`src/rtl/rst_sequencer.sv`:
```
`default_nettype none
// +-------------------------------------------------------------------------+
// | Module : rst_sequencer                                                  |
// | Brief  : Synchronizes button/DTR reset requests and produces a          |
// |          stretched CPU reset with cause and event-count reporting.      |
// | Rev    : 1.0 - initial release                                          |
// +-------------------------------------------------------------------------+
module rst_sequencer #(
  parameter int unsigned POR_CYCLES     = 16,
  parameter int unsigned STRETCH_CYCLES = 1024,
  parameter int unsigned DTR_MIN_CYCLES = 5000000
) (
  input  logic       i_clk,
  input  logic       i_rst,
  input  logic       i_btn_n,
  input  logic       i_dtr_n,
  output logic       o_rst,
  output logic [1:0] o_rst_cause,
  output logic [7:0] o_rst_count
);

  localparam int unsigned CNT_MAX = (POR_CYCLES > STRETCH_CYCLES) ? POR_CYCLES : STRETCH_CYCLES;
  localparam int CNT_W  = (CNT_MAX > 1) ? $clog2(CNT_MAX) : 1;
  localparam int DCNT_W = $clog2(DTR_MIN_CYCLES + 1);

  localparam logic [CNT_W-1:0]  C_POR_LOAD = CNT_W'(POR_CYCLES - 1);
  localparam logic [CNT_W-1:0]  C_STR_LOAD = CNT_W'(STRETCH_CYCLES - 1);
  localparam logic [DCNT_W-1:0] C_DTR_MIN  = DCNT_W'(DTR_MIN_CYCLES);

  localparam logic [1:0] C_CAUSE_POR = 2'b00;
  localparam logic [1:0] C_CAUSE_BTN = 2'b01;
  localparam logic [1:0] C_CAUSE_DTR = 2'b10;

  typedef enum logic [1:0] {
    S_POR     = 2'd0,
    S_RUN     = 2'd1,
    S_HOLD    = 2'd2,
    S_STRETCH = 2'd3
  } state_e;

  logic              btn_meta_q, btn_s_q, btn_prev_q;
  logic              dtr_meta_q, dtr_s_q;
  logic [DCNT_W-1:0] dcnt_q;
  logic              press;
  logic              dtr_qual;

  state_e            state_q, state_d;
  logic [CNT_W-1:0]  cnt_q, cnt_d;
  logic [1:0]        cause_q, cause_d;
  logic [7:0]        count_q, count_d;
  logic [7:0]        count_inc;
  logic              rst_q, rst_d;

  // Input synchronizers, press edge detect and DTR qualification counter.
  always_ff @(posedge i_clk) begin
    if (i_rst) begin
      btn_meta_q <= 1'b0;
      btn_s_q    <= 1'b0;
      btn_prev_q <= 1'b0;
      dtr_meta_q <= 1'b0;
      dtr_s_q    <= 1'b0;
      dcnt_q     <= '0;
    end else begin
      btn_meta_q <= ~i_btn_n;
      btn_s_q    <= btn_meta_q;
      btn_prev_q <= btn_s_q;
      dtr_meta_q <= ~i_dtr_n;
      dtr_s_q    <= dtr_meta_q;
      if (!dtr_s_q) begin
        dcnt_q <= '0;
      end else if (dcnt_q != C_DTR_MIN) begin
        dcnt_q <= dcnt_q + DCNT_W'(1);
      end
    end
  end

  assign press     = btn_s_q & ~btn_prev_q;
  assign dtr_qual  = (dcnt_q == C_DTR_MIN);
  assign count_inc = (count_q == 8'hFF) ? count_q : count_q + 8'd1;

  always_comb begin
    state_d = state_q;
    cnt_d   = cnt_q;
    cause_d = cause_q;
    count_d = count_q;
    case (state_q)
      S_POR: begin
        if (cnt_q != '0) begin
          cnt_d = cnt_q - CNT_W'(1);
        end else if (dtr_qual) begin
          state_d = S_HOLD;
          cause_d = C_CAUSE_DTR;
          count_d = count_inc;
        end else begin
          state_d = S_RUN;
        end
      end
      S_RUN: begin
        // DTR wins over a coincident button press.
        if (dtr_qual) begin
          state_d = S_HOLD;
          cause_d = C_CAUSE_DTR;
          count_d = count_inc;
        end else if (press) begin
          state_d = S_STRETCH;
          cnt_d   = C_STR_LOAD;
          cause_d = C_CAUSE_BTN;
          count_d = count_inc;
        end
      end
      S_HOLD: begin
        if (!dtr_s_q) begin
          state_d = S_STRETCH;
          cnt_d   = C_STR_LOAD;
        end
      end
      S_STRETCH: begin
        if (dtr_qual) begin
          state_d = S_HOLD;
          cause_d = C_CAUSE_DTR;
          count_d = count_inc;
        end else if (press) begin
          cnt_d   = C_STR_LOAD;
          cause_d = C_CAUSE_BTN;
          count_d = count_inc;
        end else if (cnt_q == '0) begin
          state_d = S_RUN;
        end else begin
          cnt_d = cnt_q - CNT_W'(1);
        end
      end
      default: begin
        state_d = S_POR;
        cnt_d   = C_POR_LOAD;
      end
    endcase
    rst_d = (state_d != S_RUN);
  end

  always_ff @(posedge i_clk) begin
    if (i_rst) begin
      state_q <= S_POR;
      cnt_q   <= C_POR_LOAD;
      cause_q <= C_CAUSE_POR;
      count_q <= 8'd0;
      rst_q   <= 1'b1;
    end else begin
      state_q <= state_d;
      cnt_q   <= cnt_d;
      cause_q <= cause_d;
      count_q <= count_d;
      rst_q   <= rst_d;
    end
  end

  assign o_rst       = rst_q;
  assign o_rst_cause = cause_q;
  assign o_rst_count = count_q;

endmodule
`default_nettype wire
```
`config.mk`:
```
export PLATFORM = sky130hd
export DESIGN_NAME = rst_sequencer
export DESIGN_NICKNAME = d
export VERILOG_FILES = /design/src/rtl/rst_sequencer.sv
export SDC_FILE = /design/constraint.sdc
export NUM_CORES = 1
export LEC_CHECK = 0
export BUFFER_PORTS_ARGS = -buffer_cell sky130_fd_sc_hd__buf_2
export CAP_MARGIN = 0
export CELL_PAD_IN_SITES_DETAIL_PLACEMENT = 1
export CELL_PAD_IN_SITES_GLOBAL_PLACEMENT = 2
export CORE_MARGIN = 1.5
export CORE_UTILIZATION = 39
export CTS_BUF_LIST = sky130_fd_sc_hd__clkbuf_8
export DETAILED_ROUTE_END_ITERATION = 7
export HOLD_SLACK_MARGIN = 0.1
export PLACE_DENSITY = 0.86
export SLEW_MARGIN = 20
export SYNTH_ARGS = -nofsm -noshare
export SYNTH_HDL_FRONTEND = slang
export SYNTH_SLANG_ARGS = --single-unit
```
`constraint.sdc`:
```
create_clock -name i_clk -period 3 [get_ports i_clk]
set_clock_uncertainty 0.15 [all_clocks]
set_input_delay 0.6 -clock i_clk [delete_from_list [all_inputs] [get_ports i_clk]]
set_output_delay 0.6 -clock i_clk [all_outputs]
set_load 0.03 [all_outputs]
```
# Word level (Yosys, flattened, before mapping)
# Index checks and enable logic that the tools add are counted.
[classes]
n_addsub = 3
reduce_logical = 8
muxes = 28
eq_ne = 16
n_bitwise = 5
[ops]
columns = ["cell", "n"]
rows = [
  ["$mux W10", 7],
  ["$mux W8", 5],
  ["$pmux W10 S4", 1],
  ["$mux W2", 12],
  ["$add A23 B1 Y23 const B", 1],
  ["$eq A23 B23 Y1 const B", 1],
  ["$ne A23 B23 Y1 const B", 1],
  ["$pmux W8 S2", 1],
  ["$ne A2 B2 Y1 const B", 7],
  ["$logic_not A10 Y1", 1],
  ["$reduce_bool A10 Y1", 1],
  ["$sub A10 B1 Y10 const B", 1],
  ["$add A8 B1 Y8 const B", 1],
  ["$eq A8 B8 Y1 const B", 1],
  ["$pmux W2 S4", 1],
  ["$reduce_and A6 Y1", 1],
  ["$eq A2 B2 Y1 const B", 2],
  ["$not A1 Y1", 4],
  ["$pmux W2 S2", 1],
  ["$reduce_and A4 Y1", 1],
  ["$reduce_or A2 Y1", 2],
  ["$ne A3 B1 Y1 const B", 1],
  ["$ne A3 B3 Y1 const B", 1],
  ["$eq A2 B1 Y1 const B", 1],
  ["4 further kinds", 4],
]
[totals]
wordCells = 71
in_bits = 4
output_inout_bits = 11
register_bits = 51

# Longest topological paths before layout
# Gate-level depths: netlist of run 1.
[depth]
depth_word = 6
depth_mapped = 9
mapped_depth_nobuf = 8

# Worst setup path before layout of run 1
# Ideal clock, no wire load.
[synth_timing]
path_kind = "reg-to-reg"
start = "register state_q[1]"
end = "register count_q[6], in the netlist o_rst_count[6]"
setup_time_ns = 0.086
required_ns = 2.764
path_slack_ns = 0.809
arrival_ns = 1.955
period_less_slack_ns = 2.191
path_stages_with_launch = 8
path_buffers = 0
path_cell_list = "dfxtp_1 > inv_1 > ha_1 > or2_2 > a21oi_1 > nor2_1 > or4_1 > a211oi_1"
[synth_via]
elab_chain_len = 4
elab_cells_between_ends = 10
cone_classes = "eq/ne: 5; mux: 1; reduce/logical: 4"
[synth_lines]
columns = ["item", "line", "text"]
rows = [
  ["from (decl)", "47", "state_e state_q, state_d;"],
  ["from (signal assigned)", "148", "state_q <= state_d;"],
  ["$eq A2 B2 Y1 / $eq A2 B1 Y1 (equally long branches)", "86", "case (state_q)"],
  ["$reduce_or A2 Y1 (no line)", "n/a", ""],
  ["$ne A3 B1 Y1 (no line) / $reduce_bool A2 Y1 (equally long branches)", "n/a", ""],
  ["$reduce_and A4 Y1 (no line)", "n/a", ""],
  ["to (signal assigned)", "151", "count_q <= count_d;"],
  ["to (decl)", "50", "logic [7:0] count_q, count_d;"],
]
# Parallel ways exist; a longest one is shown, timed or not.
# A chain may end at the register's enable or synchronous reset.

# Worst setup path in the final report of run 1
# Ends and elaborated chain as after synthesis.

==> results_tabular.tex, run 1 <==
\begin{tabular}{lr}
\hline
Metric & Value \\
\hline
\multicolumn{2}{l}{\textbf{Outcome}} \\
Status & completed \\
\multicolumn{2}{l}{\textbf{Cells and area}} \\
Combined area of the multi-input logic cells & between 1500 and 2000 um2 \\
Final cell count without fillers & 400 \\
Most used cells in the layout excluding fill and tap cells & 51 x sky130\_fd\_sc\_hd\_\_dfxtp\_1, 34 x sky130\_fd\_sc\_hd\_\_nor2\_1, 29 x sky130\_fd\_sc\_hd\_\_a21oi\_1 \\
Most common cell after layout, fill and taps aside & sky130\_fd\_sc\_hd\_\_dfxtp\_1 \\
Number of nets in the final layout & between 300 and 400 \\
Diode insertion count for antenna repair & 0 \\
Fill cell instance count of the final layout & $\sim$790 \\
Utilization of the core after routing & 44.5\% \\
Ratio of cells with drive above 1 in the final layout & about 9.3\% \\
P\&R area growth vs syn & 9.38\% \\
FF+latch area & 1020 um2 \\
\multicolumn{2}{l}{\textbf{STA}} \\
Final min period & $\sim$2.4 ns \\
Rel. slew slack & approximately 52\% \\
TNS Setup & 0 ns \\
Number of endpoints with negative hold slack in the final report & 0 \\
Unrepaired setup endpoints after global routing & false \\
Max Slew Vio Count & 0 \\
Share of the clock period used by the worst path & roughly 80\% \\
Highest Clock Rate & between 400 and 500 MHz \\
Finish-stage setup viols & 0 \\
Slew at the pin with the worst max-slew slack & between 0.7 and 0.8 ns \\
Worst-case setup margin in the final layout & approximately 0.59 ns \\
\multicolumn{2}{l}{\textbf{Drt}} \\
Highest metal layer with signal wires & met4 \\
Starting DRT DRC Count & 96 \\
Post-route ant nets & 0 \\
Via total after detailed routing & $\sim$2300 \\
Met2 layer wire length in the routed design & 2670 um \\
Met1 wire length & around 3100 um \\
Ratio of routed vias to standard cells & about 5.7 \\
Met3 Wirelength & 152 um \\
Routed len/inst & 15.1 um \\
Number of optimization iterations in the first detailed-route pass & 4 \\
\# DRC & 0 \\
Total routed wirelength & 6050 um \\
\multicolumn{2}{l}{\textbf{Setup path}} \\
Worst path slowest cell & sky130\_fd\_sc\_hd\_\_or4\_1 \\
WP depth & 7 \\
Kind of cell with the highest combined delay on the critical path & simple AND/OR/NAND/NOR gates \\
Arrival time of the worst setup path & $\sim$2.5 ns \\
Maximum net fanout on the critical path & 5 \\
Maximum single-stage delay on the critical path & between 0.5 and 0.6 ns \\
Ordered list of cells on the worst path & inv\_1 > ha\_1 > or2\_2 > a21oi\_1 > nor2\_1 > or4\_1 > a211oi\_1 \\
Critical R2R Launch & state\_q[1]\$\_SDFF\_PP0\_ \\
Number of buffers and inverters on the critical path & 1 \\
Endpoint required time on the critical path & slightly above 3 ns \\
FF-to-FF End & o\_rst\_count[6]\$\_SDFFE\_PP0P\_ \\
Count of cells along the worst register-to-register path & 7 \\
Startpoint Class & register \\
Worst setup slack for register-to-register paths & a little under 0.6 ns \\
Critical setup path kind & reg2reg \\
Nature of the critical path endpoint & register \\
\multicolumn{2}{l}{\textbf{Logic synthesis}} \\
Post-Syn Area & roughly 2600 um2 \\
Ys Warns & 0 \\
Proportion of synthesized chip area in sequential cells & about two fifths \\
Mean Syn Cell Area & approximately 8.5 um2 \\
Share of flip-flops with an asynchronous set or reset & 0\% \\
Most common flop cell mapped by yosys & sky130\_fd\_sc\_hd\_\_dfxtp\_1 \\
EDFF count, synth & 0 \\
Number of unique standard cell types used by synthesis & 48 \\
Gate count of the mapped netlist & approximately 300 \\
Number of synthesized register bits & 51 \\
Net count after synthesis & around 320 \\
\multicolumn{2}{l}{\textbf{Die}} \\
Boundary pin count & 15 \\
Area of the core & around 6400 um2 \\
Overall die width & $\sim$85 um \\
Floorplan row count & 29 \\
Chip Height & 84.7 um \\
Starting utilization of the core area & 40.7\% \\
Overall die area & approximately 7200 um2 \\
\multicolumn{2}{l}{\textbf{Clock network}} \\
Clk sink count & 51 \\
Clock tree from TritonCTS & yes \\
Maximum level of the CTS H-tree & 2 \\
Insertion delay of the later-clocked pin in the worst-skew pair & 0.31 ns \\
Clk root buf & sky130\_fd\_sc\_hd\_\_clkbuf\_8 \\
Total of hold buffers inserted after clock tree synthesis & 0 \\
Clock tree buffer depth & 2 \\
Setup repair bufs after CTS & 0 \\
Clock slew at the register clock pins of the worst setup and hold paths & approximately 0.090 ns \\
Number of CTS-inserted buffers & 5 \\
Resized Gates After CTS & 0 \\
\multicolumn{2}{l}{\textbf{GRT}} \\
Number of global-route vias before repair & around 2200 \\
Wire length of the first global-routing pass & approximately 10000 um \\
Antenna violations before repair & 0 \\
Grt ovf & 0 \\
Global-route usage over all layers & approximately 18\% \\
Maximum number of pins on one net before global-route repair & 24 \\
\multicolumn{2}{l}{\textbf{Hold path}} \\
Source of the worst hold timing path & i\_dtr\_n \\
End point of the most critical hold path & dtr\_meta\_q\$\_SDFF\_PP0\_ \\
Worst hold path cell count & 2 \\
Min-Delay Path Class & in2reg \\
\multicolumn{2}{l}{\textbf{Place}} \\
Cells after DPL & 392 \\
Worst slack at placement & between 0.5 and 0.6 ns \\
Port-buffer cells & 14 \\
Final RePlAce weighted congestion & 0.813 \\
Dpl hpwl & between 4000 and 5000 um \\
\multicolumn{2}{l}{\textbf{Power}} \\
Largest voltage drop on the vdd net & about 0.27 mV \\
Pwr Density & around 530 nW/um2 \\
PnR Total Power & approximately 1.5 mW \\
Total leakage power & a little under 1 nW \\
\multicolumn{2}{l}{\textbf{Job}} \\
Number of violations of the max-capacitance limit & 0 \\
\hline
\end{tabular}
-- area by class of cell --
class | count | share of cell area [%]
Timing Repair Buffer | 18 | 3.52
Tap cell | 77 | 3.39
Multi-Input combinational cell | 237 | 53.0
Clock buffer | 5 | 2.42
Sequential cell | 51 | 35.9
Clock inverter | 3 | 0.572
Inverter | 9 | 1.19
-- synthesized netlist by cell type (2+ instances only) --
| master | instances | area, um2 |
|---|---|---|
| sky130_fd_sc_hd__nor2_1 | 34 | 128 |
| sky130_fd_sc_hd__nor3_1 | 7 | 35.0 |
| sky130_fd_sc_hd__a211oi_1 | 3 | 22.5 |
| sky130_fd_sc_hd__nor4b_1 | 3 | 26.3 |
| sky130_fd_sc_hd__or3_1 | 11 | 68.8 |
| sky130_fd_sc_hd__and3_1 | 4 | 25.0 |
| sky130_fd_sc_hd__xor2_1 | 15 | 131 |
| sky130_fd_sc_hd__nor4_1 | 3 | 18.8 |
| sky130_fd_sc_hd__clkbuf_1 | 9 | 33.8 |
| sky130_fd_sc_hd__o21ai_0 | 16 | 80.1 |
| sky130_fd_sc_hd__and4_1 | 6 | 52.6 |
| sky130_fd_sc_hd__a31oi_1 | 5 | 31.3 |
| sky130_fd_sc_hd__nor2b_1 | 6 | 37.5 |
| sky130_fd_sc_hd__nand2_1 | 17 | 63.8 |
| sky130_fd_sc_hd__dfxtp_1 | 51 | 1020 |
| sky130_fd_sc_hd__a21oi_1 | 29 | 145 |
| sky130_fd_sc_hd__inv_1 | 9 | 33.8 |
| sky130_fd_sc_hd__o211ai_1 | 4 | 30.0 |
| sky130_fd_sc_hd__ha_1 | 10 | 125 |
| sky130_fd_sc_hd__nand4_1 | 5 | 31.3 |
| sky130_fd_sc_hd__o311ai_0 | 2 | 17.5 |
| sky130_fd_sc_hd__and2_1 | 3 | 18.8 |
| sky130_fd_sc_hd__xnor2_1 | 5 | 43.8 |
| sky130_fd_sc_hd__nand2b_1 | 3 | 18.8 |
| sky130_fd_sc_hd__a211o_1 | 2 | 17.5 |
| sky130_fd_sc_hd__nand3_1 | 17 | 85.1 |
| sky130_fd_sc_hd__o21ai_1 | 4 | 20.0 |
| sky130_fd_sc_hd__nor4bb_1 | 4 | 40.0 |
-- where the power goes --
part	leakage [nW]	total, mW	switching [mW]	internal [mW]
combinational	0.524	0.331	0.202	0.129
sequential	0.413	0.772	0.0502	0.722
clock	0.0453	0.398	0.238	0.160
-- routing by layer --
metal	up-vias	track usage (%)
met5	-	0
met2	22	27.3
met3	8	3.34
li1	1145	-
met1	1111	24.6
met4	0	5.72
-- state kept, by name, indices dropped and copies added, names as in the netlist, 2 cells and up --
| signal | count |
|---|---|
| dcnt_q | 23 |
| cnt_q | 10 |
| o_rst_count | 8 |
| o_rst_cause | 2 |
| state_q | 2 |
-- worst max path at each step --
stage,slack (ns),endpoint,start
floorplan,0.81,o_rst_count[6]$_SDFFE_PP0P_,state_q[1]$_SDFF_PP0_
global route,0.30,o_rst_count[4]$_SDFFE_PP0P_,state_q[1]$_SDFF_PP0_
finish,0.59,o_rst_count[6]$_SDFFE_PP0P_,state_q[1]$_SDFF_PP0_
detailed placement,0.60,o_rst_count[5]$_SDFFE_PP0P_,state_q[1]$_SDFF_PP0_
CTS,0.57,o_rst_count[5]$_SDFFE_PP0P_,state_q[1]$_SDFF_PP0_
global placement,0.72,o_rst_count[7]$_SDFFE_PP0P_,state_q[1]$_SDFF_PP0_
-- stage by stage --
stage	instance area, um2	hold WS, ns
after global placement	2760	0.271
after detailed placement	2760	0.279
after CTS	2840	0.268
after global routing	2840	0.270
final	2840	0.279
after floorplan	2600	0.264
-- cells by family (layout without fill, tap and decap cells) --
family	after synthesis	after routing	synth area share, %
mux	1	1	0.385
xor+xnor	20	20	6.74
compound gates	74	74	17.0
flops	51	51	39.3
fa+ha+maj	10	10	4.81
simple gates	132	132	29.1
buf+inv	19	35	2.74
(Power assumes the default switching activity.)
==> inputs of run 2 (changes only) <==
Settings changed: CORE_UTILIZATION 39 to 35, PLACE_DENSITY 0.86 to 0.82.
Clock period 3 ns to 2.1 ns, I/O delays scaled along.
==> run 2 against run 1 <==
Effect of this change:
- sequential cell count is the same
- the flow now finishes with violations (setup timing)
- via count up 9.8%
- sequential power grew 41%
- non-clock buffer count increased by 48
- critical path type unchanged
- global-route usage is 1.8 points higher
- worst hold slack better by 0.020 ns
==> results_tabular.tex, run 2 (synthesized netlist as in run 1, its figures left out) <==
\begin{tabular}{lr}
\hline
Metric & Value \\
\hline
\multicolumn{2}{l}{\textbf{Outcome}} \\
Status & finished, violations left \\
Violations in the final reports & setup timing \\
\multicolumn{2}{l}{\textbf{Die}} \\
Overall die area & between 7000 and 8000 um2 \\
Overall die width & 89.2 um \\
Area of the core & 7210 um2 \\
Floorplan row count & 31 \\
Chip Height & roughly 90 um \\
Boundary pin count & 15 \\
Starting utilization of the core area & a little over a third \\
\multicolumn{2}{l}{\textbf{STA}} \\
Max Slew Vio Count & 0 \\
Worst-case setup margin in the final layout & -0.0549 ns \\
Share of the clock period used by the worst path & 103\% \\
Finish-stage setup viols & 5 \\
Final min period & between 2 and 2.5 ns \\
Highest Clock Rate & around 460 MHz \\
Rel. slew slack & 70.5\% \\
Slew at the pin with the worst max-slew slack & $\sim$0.44 ns \\
Unrepaired setup endpoints after global routing & true \\
Number of endpoints with negative hold slack in the final report & 0 \\
\multicolumn{2}{l}{\textbf{Cells and area}} \\
Final cell count without fillers & between 400 and 500 \\
Largest register by flop count & dcnt\_q \\
Combined area of the multi-input logic cells & around 1700 um2 \\
P\&R area growth vs syn & 36.6\% \\
Largest register FFs & 23 \\
Fill cell instance count of the final layout & approximately 870 \\
Ratio of cells with drive above 1 in the final layout & between 30\% and 40\% \\
Number of nets in the final layout & 384 \\
Most common cell after layout, fill and taps aside & sky130\_fd\_sc\_hd\_\_buf\_4 \\
Utilization of the core after routing & just under 50\% \\
Diode insertion count for antenna repair & 0 \\
Most used cells in the layout excluding fill and tap cells & 41 x sky130\_fd\_sc\_hd\_\_buf\_4, 36 x sky130\_fd\_sc\_hd\_\_dfxtp\_1, 33 x sky130\_fd\_sc\_hd\_\_nor2\_1 \\
FF+latch area & between 1000 and 1500 um2 \\
\multicolumn{2}{l}{\textbf{Clock network}} \\
Clock tree buffer depth & 2 \\
Maximum level of the CTS H-tree & 2 \\
Clock slew at the register clock pins of the worst setup and hold paths & around 0.11 ns \\
Insertion delay of the later-clocked pin in the worst-skew pair & 0.32 ns \\
Clk sink count & a little over 50 \\
Clock tree from TritonCTS & yes \\
Clk root buf & sky130\_fd\_sc\_hd\_\_clkbuf\_8 \\
Number of CTS-inserted buffers & 5 \\
\multicolumn{2}{l}{\textbf{Hold path}} \\
Worst hold path cell count & 1 \\
Min-Delay Path Class & reg2reg \\
End point of the most critical hold path & btn\_s\_q\$\_SDFF\_PP0\_ \\
Source of the worst hold timing path & btn\_meta\_q\$\_SDFF\_PP0\_ \\
\multicolumn{2}{l}{\textbf{Setup path}} \\
Startpoint Class & register \\
Nature of the critical path endpoint & register \\
Ordered list of cells on the worst path & inv\_2 > ha\_4 > nor4b\_4 > nand4\_1 > a211oi\_4 > nor2\_2 > or4\_1 > a211oi\_2 \\
FF-to-FF End & o\_rst\_count[6]\$\_SDFFE\_PP0P\_ \\
Worst setup slack for register-to-register paths & -0.05 ns \\
WP depth & 8 \\
Number of buffers and inverters on the critical path & 1 \\
Count of cells along the worst register-to-register path & 8 \\
Worst path slowest cell & sky130\_fd\_sc\_hd\_\_or4\_1 \\
Endpoint required time on the critical path & 2.20 ns \\
Critical setup path kind & reg2reg \\
Critical R2R Launch & dcnt\_q[1]\$\_SDFFE\_PP0P\_ \\
Maximum net fanout on the critical path & 2 \\
Arrival time of the worst setup path & $\sim$2.3 ns \\
Maximum single-stage delay on the critical path & $\sim$0.52 ns \\
Kind of cell with the highest combined delay on the critical path & simple AND/OR/NAND/NOR gates \\
\multicolumn{2}{l}{\textbf{GRT}} \\
Grt ovf & 0 \\
Wire length of the first global-routing pass & about 12000 um \\
Number of global-route vias before repair & approximately 2500 \\
Maximum number of pins on one net before global-route repair & 24 \\
Global-route usage over all layers & 19.4\% \\
Antenna violations before repair & 0 \\
\multicolumn{2}{l}{\textbf{Power}} \\
Part of the power in the clock network & about 30\% \\
Share of power burned in registers & between 40\% and 50\% \\
Switching portion of total power & roughly a third \\
Total leakage power & between 1 and 1.5 nW \\
PnR Total Power & 2.48 mW \\
Internal power consumption & roughly 1.7 mW \\
Switching power of the nets & slightly below 0.8 mW \\
Largest voltage drop on the vdd net & roughly 0.40 mV \\
Part of the power in combinational logic & 27.0\% \\
Pwr Density & 699 nW/um2 \\
\multicolumn{2}{l}{\textbf{Drt}} \\
Number of optimization iterations in the first detailed-route pass & 4 \\
Starting DRT DRC Count & 90 \\
Via total after detailed routing & approximately 2500 \\
\# DRC & 0 \\
Ratio of routed vias to standard cells & around 5.3 \\
Total routed wirelength & 7520 um \\
Routed len/inst & between 15 and 20 um \\
Post-route ant nets & 0 \\
\multicolumn{2}{l}{\textbf{Place}} \\
Final RePlAce weighted congestion & roughly 0.8 \\
Cells after DPL & 455 \\
Dpl hpwl & 5000 um \\
Port-buffer cells & 14 \\
\multicolumn{2}{l}{\textbf{Job}} \\
Number of violations of the max-capacitance limit & 0 \\
\hline
\end{tabular}
## run 2: per-stage QoR
| stage | setup WS (ns) | setup TNS, ns | hold slack [ns] | area [um2] |
|---|---|---|---|---|
| floorplan | 0.0138 | 0 | 0.264 | 2610 |
| global placement | -0.117 | -0.671 | 0.276 | 3100 |
| detailed placement | -0.154 | -1.22 | 0.282 | 3100 |
| CTS | -0.0844 | -0.151 | 0.305 | 3350 |
| global route | -0.178 | -1.41 | 0.315 | 3550 |
| finish | -0.0549 | -0.126 | 0.299 | 3550 |
## run 2: metal layers
layer  up-vias  global-route usage (%)  wire length [um]
li1       1237                       -                 -
met5         -                       0                 0
met3        14                    3.69               153
met1      1231                    25.4              3470
met2        28                    32.0              3760
met4         0                    6.29               138
## run 2: cell type report
cell class,instances,share of cell area (%)
multi-input cells,237,49.0
flip-flops and latches,51,29.3
repair buffers,66,14.1
well taps,99,3.49
clock buffers,5,1.94
clock inverters,3,1.30
inverters,9,0.951
## run 2: power groups by stage
| stage | sequential, mW | combinational [mW] | clock (mW) |
|---|---|---|---|
| 2_1_floorplan | 1.14 | 0.343 | 0 |
| 4_1_cts | 1.08 | 0.636 | 0.744 |
| 5_1_grt | 1.10 | 0.742 | 0.791 |
| 3_5_place_dp | 1.11 | 0.601 | 0 |
| 3_3_place_gp | 1.10 | 0.581 | 0 |
| 6_report | 1.09 | 0.670 | 0.726 |
## run 2: worst max path at each step
stage                      startpoint                           to
6_report       dcnt_q[1]$_SDFFE_PP0P_  o_rst_count[6]$_SDFFE_PP0P_
2_1_floorplan   cnt_q[8]$_SDFFE_PP0P_  o_rst_count[6]$_SDFFE_PP0P_
5_1_grt        dcnt_q[1]$_SDFFE_PP0P_  o_rst_count[6]$_SDFFE_PP0P_
3_5_place_dp   dcnt_q[9]$_SDFFE_PP0P_  o_rst_count[7]$_SDFFE_PP0P_
4_1_cts        dcnt_q[1]$_SDFFE_PP0P_  o_rst_count[6]$_SDFFE_PP0P_
3_3_place_gp   dcnt_q[9]$_SDFFE_PP0P_  o_rst_count[6]$_SDFFE_PP0P_
## run 2: what timing repair did
action | in CTS | in global routing
hold buffers | 2 | 0
endpoints found under the setup margin | 18 | 25
pin swaps | 15 | 18
endpoints found under the hold margin | 2 | 0
gates resized for setup | 21 | 43
buffers inserted | 2 | 4
